**src/rtl/store_sequencer.sv**
```systemverilog
// Store sequencer: issues word stores directly and builds byte/half stores
// with a read-modify-write of the containing aligned word.
module store_sequencer (
   input  logic        clk,
   input  logic        reset,
   input  logic        start,
   input  logic [1:0]  size,
   input  logic [31:0] addr,
   input  logic [31:0] data,
   input  logic [31:0] mem_rdata,
   output logic [31:0] mem_addr,
   output logic        mem_wr,
   output logic [31:0] mem_wdata,
   output logic        busy,
   output logic        done,
   output logic        misaligned
);

   localparam int unsigned AW = 32;
   localparam int unsigned DW = 32;

   typedef enum logic [2:0] {IDLE, RD_ADDR, RD_WAIT, WRITE, DONE} state_t;

   state_t          state, state_n;
   logic [1:0]      off_q;
   logic            half_q;
   logic [DW-1:0]   data_q;
   logic            load_c;
   logic            aligned_c;
   logic [AW-1:0]   mem_addr_n;
   logic [DW-1:0]   mem_wdata_n;
   logic            mem_wr_n, done_n, misaligned_n;

   // Replace the addressed lane(s) of base with the low bits of src.
   function automatic logic [DW-1:0] merge(input logic [DW-1:0] base,
                                           input logic [DW-1:0] src,
                                           input logic [1:0]    off,
                                           input logic          half);
      logic [DW-1:0] mask;
      logic [4:0]    sh;
      sh   = {off, 3'b000};
      mask = half ? (DW'(32'h0000_FFFF) << sh) : (DW'(32'h0000_00FF) << sh);
      return (base & ~mask) | ((src << sh) & mask);
   endfunction

   always_comb begin
      case (size)
         2'b00:   aligned_c = (addr[1:0] == 2'b00);
         2'b01:   aligned_c = ~addr[0];
         2'b10:   aligned_c = 1'b1;
         default: aligned_c = 1'b0;
      endcase
   end

   // Next state and next registered outputs.
   always_comb begin
      state_n      = state;
      load_c       = 1'b0;
      mem_addr_n   = mem_addr;
      mem_wr_n     = 1'b0;
      mem_wdata_n  = '0;
      done_n       = 1'b0;
      misaligned_n = 1'b0;
      case (state)
         IDLE: begin
            if (start) begin
               load_c     = 1'b1;
               mem_addr_n = {addr[AW-1:2], 2'b00};
               if (!aligned_c) begin
                  state_n      = DONE;
                  done_n       = 1'b1;
                  misaligned_n = 1'b1;
               end else if (size == 2'b00) begin
                  state_n     = WRITE;
                  mem_wr_n    = 1'b1;
                  mem_wdata_n = data;
               end else begin
                  state_n = RD_ADDR;
               end
            end
         end
         RD_ADDR: state_n = RD_WAIT;
         RD_WAIT: begin
            // Read word is captured, merged, on the edge leaving RD_WAIT.
            state_n     = WRITE;
            mem_wr_n    = 1'b1;
            mem_wdata_n = merge(mem_rdata, data_q, off_q, half_q);
         end
         WRITE: begin
            state_n = DONE;
            done_n  = 1'b1;
         end
         DONE:    state_n = IDLE;
         default: state_n = IDLE;
      endcase
   end

   always_ff @(posedge clk) begin
      if (reset) begin
         state      <= IDLE;
         off_q      <= '0;
         half_q     <= 1'b0;
         data_q     <= '0;
         mem_addr   <= '0;
         mem_wr     <= 1'b0;
         mem_wdata  <= '0;
         busy       <= 1'b0;
         done       <= 1'b0;
         misaligned <= 1'b0;
      end else begin
         state      <= state_n;
         mem_addr   <= mem_addr_n;
         mem_wr     <= mem_wr_n;
         mem_wdata  <= mem_wdata_n;
         busy       <= (state_n != IDLE);
         done       <= done_n;
         misaligned <= misaligned_n;
         if (load_c) begin
            off_q  <= addr[1:0];
            half_q <= (size == 2'b01);
            data_q <= data;
         end
      end
   end

endmodule

```
**config.mk**
```make
export PLATFORM = sky130hd
export DESIGN_NAME = store_sequencer
export DESIGN_NICKNAME = d
export VERILOG_FILES = /design/src/rtl/store_sequencer.sv
export SDC_FILE = /design/constraint.sdc
export NUM_CORES = 1
export LEC_CHECK = 0
export CAP_MARGIN = 20
export CORE_MARGIN = 2
export CORE_UTILIZATION = 42
export DETAILED_ROUTE_END_ITERATION = 10
export GPL_TIMING_DRIVEN = 0
export PLACE_DENSITY = 0.86
export SYNTH_ARGS = -nofsm -noshare
export SYNTH_HDL_FRONTEND = slang
export SYNTH_SLANG_ARGS = --single-unit
```
**constraint.sdc**
```tcl
create_clock -name clk -period 2 [get_ports clk]
set_input_delay 0.3 -clock clk [delete_from_list [all_inputs] [get_ports clk]]
set_output_delay 0.3 -clock clk [all_outputs]
set_load 0.005 [all_outputs]
```
Word-level counts from Yosys, hierarchy flattened
Cells that the tools add are included.
{"block": "totals", "output_inout_bits": 68, "ff_bits": 104}
{"block": "classes", "bitwise_logic": 6, "n_reduce_logical": 6, "shifts": 3, "n_eq_ne": 5, "mux": 19}
{"cell": "$mux W32", "count": 4}
{"cell": "$and A32 B32 Y32", "count": 2}
{"cell": "$pmux W32 S2", "count": 1}
{"cell": "$not A32 Y32", "count": 1}
{"cell": "$or A32 B32 Y32", "count": 1}
{"cell": "$shl A16 B5 Y32 const A", "count": 1}
{"cell": "$shl A32 B5 Y32", "count": 1}
{"cell": "$shl A8 B5 Y32 const A", "count": 1}
{"cell": "$pmux W3 S4", "count": 1}
{"cell": "$mux W1", "count": 7}
{"cell": "$eq A3 B2 Y1 const B", "count": 2}
{"cell": "$mux W3", "count": 2}
{"cell": "$logic_not A2 Y1", "count": 2}
{"cell": "$pmux W1 S2", "count": 2}
{"cell": "$eq A3 B1 Y1 const B", "count": 1}
{"cell": "$logic_not A3 Y1", "count": 1}
{"cell": "$pmux W1 S3", "count": 1}
{"cell": "$reduce_bool A3 Y1", "count": 1}
{"cell": "$eq A2 B1 Y1 const B", "count": 1}
{"cell": "$eq A2 B2 Y1 const B", "count": 1}
{"cell": "$mux W2", "count": 1}
{"cell": "$not A1 Y1", "count": 2}
{"cell": "$reduce_and A2 Y1", "count": 1}
{"cell": "$reduce_or A2 Y1", "count": 1}

Depth between registers and ports, before layout
Gate-level depths: netlist of the first run.
{"block": "logic_depth", "ltp_word": 6, "mapped_depth": 6}

Worst setup path after synthesis of the first run
OpenSTA, ideal clock, no wires.
{"block": "synth_path", "path_type": "reg2reg", "startpoint": "reg off_q[0]", "endpoint": "reg mem_wdata[0]", "synth_period_minus_slack_ns": 1.503, "path_stages_with_launch": 6, "t_arrival_ns": 1.375, "slack_ns": 0.497, "path_buffers": 1, "required_ns": 1.872, "path_cell_list": "dfxtp_1 > clkbuf_1 > nor2_1 > mux2_2 > a32oi_1 > nor2_1"}
{"block": "synth_between", "elab_chain_cells": 6, "elab_cells_between_ends": 9, "classes_between": "shift (3); mux (2); bitwise (4)"}
{"item": "start, declared", "line_no": "25", "source": "logic [1:0] off_q;"}
{"item": "start signal, assigned", "line_no": "119", "source": "off_q <= addr[1:0];"}
{"item": "$shl A16 B5 Y32 / $shl A8 B5 Y32 (equally long branches)", "line_no": "42", "source": "mask = half ? (DW'(32'h0000_FFFF) << sh) : (DW'(32'h0000_00FF) << sh);"}
{"item": "$mux W32", "line_no": "42"}
{"item": "$not A32 Y32", "line_no": "43", "source": "return (base & ~mask) | ((src << sh) & mask);"}
{"item": "$and A32 B32 Y32", "line_no": "43"}
{"item": "$or A32 B32 Y32 *", "line_no": "43"}
{"item": "$pmux W32 S2 *", "line_no": "64", "source": "case (state)"}
{"item": "end signal, assigned", "line_no": "114", "source": "mem_wdata <= mem_wdata_n;"}
{"item": "end, declared", "line_no": "13", "source": "output logic [31:0] mem_wdata,"}
Mark *: on every way between the ends. The rest lies on a longest branch, timed or not.
A chain may end at the register's enable or synchronous reset.

Worst setup path after layout of the first run
{"block": "layout_path", "startpoint": "in addr[0]", "endpoint": "reg mem_wdata[23]"}
{"block": "layout_between", "elab_chain_cells": 5, "elab_cells_between_ends": 6, "classes_between": "mux (4); bitwise (1); reduce/logical (1)"}
{"item": "start, declared", "line_no": "8", "source": "input logic [31:0] addr,"}
{"item": "$logic_not A2 Y1 / $not A1 Y1 (equally long branches)", "line_no": "48, 49"}
{"item": "$pmux W1 S3 *", "line_no": "47", "source": "case (size)"}
{"item": "$mux W32 *", "line_no": "69", "source": "if (!aligned_c) begin"}
{"item": "$mux W32 *", "line_no": "66", "source": "if (start) begin"}
{"item": "$pmux W32 S2 *", "line_no": "64"}
Marked as above.

==> results of run 1 <==
area by class of cell:
class / count / area share
Tap cell: 108 / 0.0235
Multi-Input combinational cell: 323 / 0.307
Buffer: 43 / 0.0409
Sequential cell: 88 / 0.306
Clock buffer: 10 / 0.0222
Timing Repair Buffer: 165 / 0.287
Clock inverter: 6 / 0.00739
Inverter: 9 / 0.00587
layer usage:
metal,global-route usage,up-vias,part of all wire
met1,0.316,1923,0.40
li1,-,1977,-
met3,0.0794,21,0.10
met4,0.0811,0,0.015
met2,0.435,212,0.48
met5,0,-,0
registers in the layout, indices dropped and copies added, names as in the netlist:
register / flops
mem_wr: 1
misaligned: 1
mem_wdata: 32
mem_addr: 30
busy: 1
done: 1
off_q: 2
data_q: 16
half_q: 1
state: 3
cells by family after synthesis:
kind of cell	Yosys count
mux	8
simple gates	165
other cells	1
flops	88
buf+inv	52
compound gates	148
layout by cell type (no fill, tap or decap), types with 2 or more instances in the layout:
cell type,n
conb_1,2
o22ai_1,24
clkdlybuf4s50_1,165
o221ai_1,8
buf_2,14
a221o_1,8
clkbuf_8,9
clkbuf_1,18
and3_1,8
buf_1,2
clkinv_2,2
a21oi_1,73
dfxtp_1,88
nand2b_1,4
buf_6,5
inv_1,9
o21ai_0,9
nand3b_1,2
a32oi_1,8
o32ai_1,7
clkinvlp_4,2
nand2_1,110
nand3_1,10
nor2b_1,2
o21a_1,8
buf_4,5
mux2_2,8
nor2_1,21
inv_6,2
worst min-delay path: cells and delay by family:
family	cells	cell delay (ns)
and+or+nand+nor	1	0.09
buffers and inverters	2	0.37
power by group through the flow:
stage	sequential (µW)	combinational [µW]	clock, µW
2_1_floorplan	1970	470	0
3_3_place_gp	1980	952	0
3_5_place_dp	1990	971	0
4_1_cts	1950	977	1140
5_1_grt	1960	1070	1220
6_report	1950	979	1130
through the flow:
| step | TNS (ns) | hold slack (ns) |
|---|---|---|
| 5_1_grt | 0 | 0.476 |
| 6_report | 0 | 0.445 |
| 3_3_place_gp | -1.85 | 0.441 |
| 3_5_place_dp | -2.27 | 0.446 |
| 4_1_cts | 0 | 0.421 |
| 2_1_floorplan | 0 | 0.436 |
how the worst max path moves through the flow:
stage | start | to | slack (ns) | cells past startpoint
floorplan | off_q[0]$_SDFFE_PP0P_ | mem_wdata[0]$_SDFF_PP0_ | 0.50 | 5
global route | off_q[0]$_SDFFE_PP0P_ | mem_wdata[6]$_SDFF_PP0_ | 0.04 | 5
finish | addr[0] | mem_wdata[23]$_SDFF_PP0_ | 0.11 | 6
global placement | addr[0] | mem_wdata[23]$_SDFF_PP0_ | -0.17 | 6
CTS | state[0]$_SDFF_PP0_ | mem_wdata[19]$_SDFF_PP0_ | 0.09 | 4
detailed placement | addr[0] | mem_wdata[23]$_SDFF_PP0_ | -0.21 | 6
what timing repair did:
| item | in CTS | in global routing |
|---|---|---|
| setup buffers | 0 | 0 |
| resized for setup | 0 | 1 |
| endpoints found under the setup margin | 0 | 3 |
| hold buffers | 0 | 0 |
==> run_results.csv, run 1 <==
group,metric,value,unit
cts,clock_sinks,88,
sta,worstMarginPinSlew,0.717,ns
global_route,grt-ovfl-total,0,
setup_path,critPathRequiredTime,2.26,ns
cts,cts_buffers,9,
detailed_routing,post_drt_wl_per_cell,16.9,µm
yosys,ys_ff_latch,88,
detailed_routing,finalWirelength,12700,µm
setup_path,critPathMaxFanout,10,
global_route,antenna_found_initial,0,
yosys,yosys_warnings,0,
cts,cts.path.max_buffers,2,
yosys,yosys-top-cells-count,"nand2_1 (110), dfxtp_1 (88), a21oi_1 (73), o22ai_1 (24), nor2_1 (21)",
layout,fin_cells,752,
cts,tritoncts,"yes",
layout,fin_nets,740,
sta,setup_viol,0,
yosys,synth_most_common_cell,"nand2_1",
yosys,synth-main-ff-cell,"dfxtp_1",
detailed_routing,drt_iter0_drc,187,
yosys,synth-compound-area-share,0.245,
job,drv_cap,0,
sta,fin_skew,0.0131,ns
sta,drv_slew,0,
die,dieArea,9800,µm²
setup_path,cp-end-kind,"flop",
setup_path,cp.arrival,2.16,ns
global_route,grt_pass1_vias,4019,
layout,fillers,695,
yosys,synth_top_family_by_area,"compound AO/OA/AOI/OAI gates",
layout,final_core_util,0.660,
layout,multi_input_area,1770,µm²
power_and_ir_drop,total_power,4060,µW
cts,path_clk_slew,0.08,ns
detailed_routing,num_vias,4133,
detailed_routing,drc,0,
die,start_util,0.434,
global_route,grt_pass1_wl,20300,µm
yosys,synth-seq-area-share,0.465,
yosys,synth_cells,462,
power_and_ir_drop,intPower,2840,µW
detailed_routing,dr.pass1.iters,5,
place,portBuffers,165,
setup_path,r2r_setup_slack,0.17,ns
power_and_ir_drop,netSwitchingFraction,0.301,
power_and_ir_drop,power.density,705,nW/µm²
sta,post-route-period-util,0.947,
yosys,synth_top_area_cell,"dfxtp_1",
setup_path,reg2reg_to,"mem_wdata[4]$_SDFF_PP0_",
die,core-area,8720,µm²
power_and_ir_drop,p_sw,1220,µW
sta,slew_headroom,0.520,
layout,drive_above_1_share,0.0823,
layout,areaGrowthSynthToFinish,51.9,%
place,dp_cells,736,
global_route,grt_max_degree,16,
place,place.gp.congestion,0.965,
outcome,status,"complete, no violations",
setup_path,cp.buffers_inverters,3,
cts,cts_max_level,3,
worst_hold_path,whs_path_depth,3,
global_route,track_usage,0.258,
yosys,yosys.area_share.simple,0.194,
worst_hold_path,hold_end,"state[0]$_SDFF_PP0_",
setup_path,slowest_stage,"clkdlybuf4s50_1",
yosys,synth_area_per_cell,8.20,µm²
setup_path,r2r_start,"off_q[0]$_SDFFE_PP0P_",
die,die_h,99.0,µm
sta,rsz0062_at_grt,"no",
die,ios,169,
worst_hold_path,hold_path.startpoint,"reset",
cts,root_buffer,"clkbuf_8",
place,place_area,5580,µm²
yosys,synth.top_cells.by_area,"dfxtp_1 (46%), nand2_1 (11%), a21oi_1 (9.6%)",
sta,setup_ws,0.106,ns
place,dp_hpwl,9620,µm
yosys,synth_adder_area_share,0,
power_and_ir_drop,p_seq_frac,0.480,
yosys,synth.area.mux_share,0.0238,
yosys,synthArstFlopShare,0,
power_and_ir_drop,p_clk_frac,0.279,
setup_path,worstRegToRegCells,5,
yosys,synth_edf_count,0,
detailed_routing,final_antenna_net_count,0,
power_and_ir_drop,p_comb_frac,0.241,
cts,clkLatencyLatePin,0.36,ns
setup_path,critPathTopFamily,"buffers and inverters",
sta,period_needed,1.89,ns
sta,hold_viol,0,
layout,design_area,5760,µm²
setup_path,path_cells,"clkdlybuf4s50_1 > nor4_1 > clkbuf_1 > buf_2 > nand3_1 > a21oi_1",
die,row_count,34,
sta,fmax,528,MHz
place,pre_cts_ws,-0.211,ns
power_and_ir_drop,power_leakage,0.00214,µW
die,fp.dieW,99.0,µm
yosys,synth_xor_area_frac,0,
worst_hold_path,hp-class,"primary input to flop",
setup_path,critical_path_class,"primary input to flop",
layout,diodes,0,
yosys,syn_area,3790,µm²
setup_path,cpPeakStageDelay,0.44,ns
yosys,synth_top_area_frac,0.465,
setup_path,setup.worst_path.start_class,"primary input",
detailed_routing,via_per_inst,5.50,
layout,regArea,1760,µm²
power_and_ir_drop,irDropWorstVdd,0.444,mV
yosys,yosys.cell_types.count,35,
Note: power is estimated with default switching activity, not from simulation.
==> inputs of run 2 (changes only) <==
- CAP_MARGIN: 20 -> not set
==> results of run 2 <==
Final layout, timing and power as in run 1 (identical DEF).
==> patch 1: new RTL, settings of run 2 <==
Register the output `mem_wdata` once more, cleared by the reset; this adds one clock of latency there. The other outputs are not delayed to match.
--- a/src/rtl/store_sequencer.sv
+++ b/src/rtl/store_sequencer.sv
@@ -20,6 +20,8 @@
    localparam int unsigned DW = 32;
 
    typedef enum logic [2:0] {IDLE, RD_ADDR, RD_WAIT, WRITE, DONE} state_t;
+
+   logic [31:0] mem_wdata_s0;
 
    state_t          state, state_n;
    logic [1:0]      off_q;
@@ -103,7 +105,7 @@
          data_q     <= '0;
          mem_addr   <= '0;
          mem_wr     <= 1'b0;
-         mem_wdata  <= '0;
+         mem_wdata_s0 <= '0;
          busy       <= 1'b0;
          done       <= 1'b0;
          misaligned <= 1'b0;
@@ -111,7 +113,7 @@
          state      <= state_n;
          mem_addr   <= mem_addr_n;
          mem_wr     <= mem_wr_n;
-         mem_wdata  <= mem_wdata_n;
+         mem_wdata_s0 <= mem_wdata_n;
          busy       <= (state_n != IDLE);
          done       <= done_n;
          misaligned <= misaligned_n;
@@ -123,5 +125,13 @@
       end
    end
 
+   always_ff @(posedge clk) begin
+      if (reset) begin
+         mem_wdata <= '0;
+      end else begin
+         mem_wdata <= mem_wdata_s0;
+      end
+   end
+
 endmodule
 
Check against the original RTL: not equivalent (a bounded check fails within 4 cycles, from zero or initial values and one cycle with reset high).
==> patch 1 against run 2 <==
- via count up 13%
- count of clock-buffer cells in the layout rose by 13
- final area increased by 25%
- routed wire length up 20%
- non-clock buffer count is 13 higher
- total power grew 66%
- synthesized cell count up 19%
- worst setup slack better by 0.081 ns
- area after synthesis is 26% higher
- register-to-register slack improved by 0.02 ns
- sequential cell count up 32
- critical path type is now reg2reg
- critical endpoint is now mem_wdata_s0[29]
- largest cell class is now sequential cells
==> patch 1: results (changes against run 2) <==
Outcome
  – Status: complete, no violations

Detailed routing
  – Final Routed Wirelength: 15.20 mm (+20%)
  – First DRT Iteration DRCs: 360 (+93%)

Worst setup path
  – Max incr delay on CP: 0.51 ns (+0.07 ns)
  – Family of cells with the greatest summed delay on the critical path: flip-flops
  – Critical path origin: state[1]
  – End point of the critical path: mem_wdata_s0[29]

GRT
  – Via count of the first global-routing pass: 4,771 (+19%)

Final layout
  – Layout fillers: 930 (+34%)
  – Final-layout non-clock buffer area share: 0.2644 (-0.06346)
  – Final cell area excluding filler cells: 7208 µm² (+25%)
  – Number of multi-input combinational cells: 378 (+17%)

Clocking
  – H-tree levels: 4 (+1)

Placement
  – HPWL Detailed: 11.25 mm (+17%)
  – Port-buffer cells: 166 (+0.61%)

Pwr
  – Clock Power Share: 0.452 (+0.173)
  – IR Drop Worst-Case VDD: 0.6069 mV (+37%)
  – Sequential power share: 0.389 (-0.091)

Worst hold path
  – Min-Delay Startpoint: mem_wdata_s0[20]
  – Capture endpoint of the worst hold path: mem_wdata[20]
  – Hold Crit Class: reg2reg

Floorplanning
  – Well-Tap Cells: 140 (+30%)

STA
  – Final WS setup: 0.1867 ns (+0.08122 ns)
  – Hold Slack: 0.4319 ns (-0.01274 ns)
  – Worst rel slew slack: 0.6233 (+0.1030)

Synth
  – Synth cell types: 34 (-2.9%)
patch 1: changes by cell type in the layout (fill, tap and decap cells not counted), moves of 9 or more:
cell / before / now
dfxtp_1: 88 / 120
clkbuf_1: 18 / 35
nor2b_1: 2 / 42
and3b_1: 0 / 9
o22ai_1: 24 / 1
clkbuf_16: 0 / 17
nor3b_1: 0 / 16
inv_1: 9 / 0
a32o_1: 0 / 18
o21bai_1: 0 / 17
patch 1: cell families (layout without fill, tap and decap cells):
kind of cell | Yosys count | after routing | share of synthesized area
AND/OR/NAND/NOR | 231 | 231 | 0.2474
flip-flops | 120 | 120 | 0.5033
XOR/XNOR | 1 | 1 | 0.001835
buffers and inverters | 55 | 253 | 0.05033
AO/OA/AOI/OAI | 144 | 144 | 0.1963
other | 1 | 2 | 0.0007856
patch 1: per-layer routing:
layer	global-route usage	wire length, µm	vias up
met5	0	0	-
met4	0.09833	336	0
met3	0.09330	1248	32
met2	0.4200	7469	220
met1	0.2908	6145	2141
li1	-	-	2260
==> patch 2: new RTL, settings of run 2 <==
Made on the original files. Register the input `mem_rdata` before use, with the module's reset. The logic sees it one clock later. The other inputs are not delayed to match.
--- a/src/rtl/store_sequencer.sv
+++ b/src/rtl/store_sequencer.sv
@@ -20,6 +20,16 @@
    localparam int unsigned DW = 32;
 
    typedef enum logic [2:0] {IDLE, RD_ADDR, RD_WAIT, WRITE, DONE} state_t;
+
+   logic [31:0] mem_rdata_q;
+
+   always_ff @(posedge clk) begin
+      if (reset) begin
+         mem_rdata_q <= '0;
+      end else begin
+         mem_rdata_q <= mem_rdata;
+      end
+   end
 
    state_t          state, state_n;
    logic [1:0]      off_q;
@@ -84,7 +94,7 @@
             // Read word is captured, merged, on the edge leaving RD_WAIT.
             state_n     = WRITE;
             mem_wr_n    = 1'b1;
-            mem_wdata_n = merge(mem_rdata, data_q, off_q, half_q);
+            mem_wdata_n = merge(mem_rdata_q, data_q, off_q, half_q);
          end
          WRITE: begin
             state_n = DONE;
Check against the original RTL: not equivalent (a bounded check fails within 4 cycles, from zero or initial values and one cycle with reset high).
==> patch 2 against run 2 <==
- sequential cell count grew 32
- worst setup slack gained 0.19 ns
- area after synthesis grew 17%
- final area grew 19%
- critical path depth shrank 1
- total power grew 61%
- routed wire length grew 0.65%
==> patch 2: results (changes against run 2) <==
Worst setup path
  – Worst EP arrival: 2.12 ns (-0.04 ns)
  – Biggest fanout along the worst timing path: 10 (unchanged)

Pwr
  – P_int: 0.004888 W (+72%)
  – Lkg Pwr: 2.625 nW (+23%)
  – IR Drop Worst-Case VDD: 0.7436 mV (+68%)

GRT
  – Maximum number of pins on one net before global-route repair: 17 (+1)
  – Global-route wire length before repair: 20.01 mm (-1.3%)
  – Via count of the first global-routing pass: 4,083 (+1.6%)
  – Global Route Usage Sum: 0.2255 (-0.03270)

Synth
  – Seq/Total Area, Yosys: 0.5418 (+0.07677)
  – Post-synthesis compound-gate area fraction: 0.1510 (-0.09442)
  – Most frequent cells after synthesis: dfxtp_1, nand2_1, a21oi_1
  – Yosys warns: 0 (unchanged)
  – Multiplexer area fraction after synthesis: 0.07449 (+0.05071)
  – Largest cells by area after synthesis: dfxtp_1, nand2_1, o2bb2ai_1, a21oi_1, mux2i_1
  – Synth cell types: 33 (-5.7%)
  – Mean post-synth cell area: 9.810 µm² (+20%)
  – Xor-xnor portion of the synthesized cell area: 0 (unchanged)
  – Area share of fa/ha/maj cells after synthesis: 0 (unchanged)

STA
  – Setup skew after layout: 0.008600 ns (-0.004477 ns)
  – Slew at the pin with the worst max-slew slack: 0.6955 ns (-0.02129 ns)

Placement
  – Gpl congestion: 0.8168 (-15%)
  – Number of instances in the placed design: 755 (+2.6%)
  – HPWL Detailed: 9.272 mm (-3.6%)
  – Port-buffer cells: 166 (+0.61%)
  – Post-Place Setup Slack: -0.2011 ns (+0.009732 ns)

Final layout
  – Largest registers ranked by flip-flop count: mem_rdata_q: 32 flops, mem_wdata: 32 flops, mem_addr: 30 flops
  – Final cell count without fillers: 787 (+4.7%)
  – Layout fillers: 820 (+18%)
  – # nets final: 739 (-0.14%)
  – Fraction of layout cells with a size suffix above 1: 0.1091 (+0.02676)
  – # diodes: 0 (unchanged)

Clocking
  – Worst-Skew Late Latency: 0.51 ns (+0.15 ns)
  – H-tree levels: 4 (+1)
  – Inserted Clock Buffers: 17 (+8)
  – Clock transition at the registers of the reported paths: 0.06 ns (-0.02 ns)
  – CTS max path bufs: 2 (unchanged)

Detailed routing
  – First DRT Iteration DRCs: 231 (+24%)
  – Vias per std cell: 5.108 (-7.1%)
  – First drt pass iteration count: 5 (unchanged)
  – Final Routed Wirelength: 12.79 mm (+0.65%)

Outcome
  – Status: complete, no violations

Worst hold path
  – Hold Crit Class: in2reg
patch 2: repair_timing:
action	CTS	global route
endpoints found under the setup margin	0	3
endpoints found under the hold margin	0	0
resized for setup	0	2
patch 2: routing by layer:
layer  track usage  routed length [µm]  vias up
met5             0                   0        -
met4       0.08442                 224        0
met3       0.05836                 892       22
met2        0.3967                6628      180
met1        0.2629                5045     1902
li1              -                   -     1916
patch 2: power groups by stage:
stage	combinational, W	clock [W]	sequential (W)
5_1_grt	0.00104	0.00309	0.00263
6_report	0.000961	0.00293	0.00262
3_3_place_gp	0.000915	0	0.00266
4_1_cts	0.000957	0.00296	0.00262
3_5_place_dp	0.000947	0	0.00267
2_1_floorplan	0.000461	0	0.00266
patch 2: logic make-up after synthesis:
kind of cell           after synthesis
AOI/OAI and AO/OA                   98
buffers and inverters               43
DFF                                120
muxes                               32
other                                1
and+or+nand+nor                    158
patch 2: area by class of cell:
type	instances	share of cell area
well taps	136	0.02480
multi-input cells	290	0.2597
flip-flops and latches	120	0.3501
plain buffers	43	0.03902
clock inverters	13	0.02133
repair buffers	166	0.2422
clock buffers	19	0.06291
patch 2: final timing paths:
check               startpoint            to  slack [ns]  cells after the start
setup reg to reg      state[2]  mem_wdata[4]        0.29                      5
setup / recovery      state[2]  mem_wdata[4]        0.29                      5
hold reg to reg   mem_addr[22]  mem_addr[22]        0.45                      2
hold / removal        addr[16]  mem_addr[16]        0.34                      3
patch 2: metrics by stage:
stage	hold slack [ns]	setup TNS [ns]	cell area (µm²)	power [W]
3_3_place_gp	0.4419	-1.075	6270	0.003576
6_report	0.3386	0	6862	0.006515
2_1_floorplan	0.4169	0	4438	0.003118
4_1_cts	0.3254	0	6848	0.006534
3_5_place_dp	0.4470	-3.561	6270	0.003615
5_1_grt	0.3399	0	6862	0.006761
patch 2: critical path, stage by stage (launching register included):
cell and delay [ns]:
dfxtp_1 0.31, buf_6 0.14, nor3_2 0.31, nand2_1 0.26, clkbuf_1 0.31, o2bb2ai_1 0.27
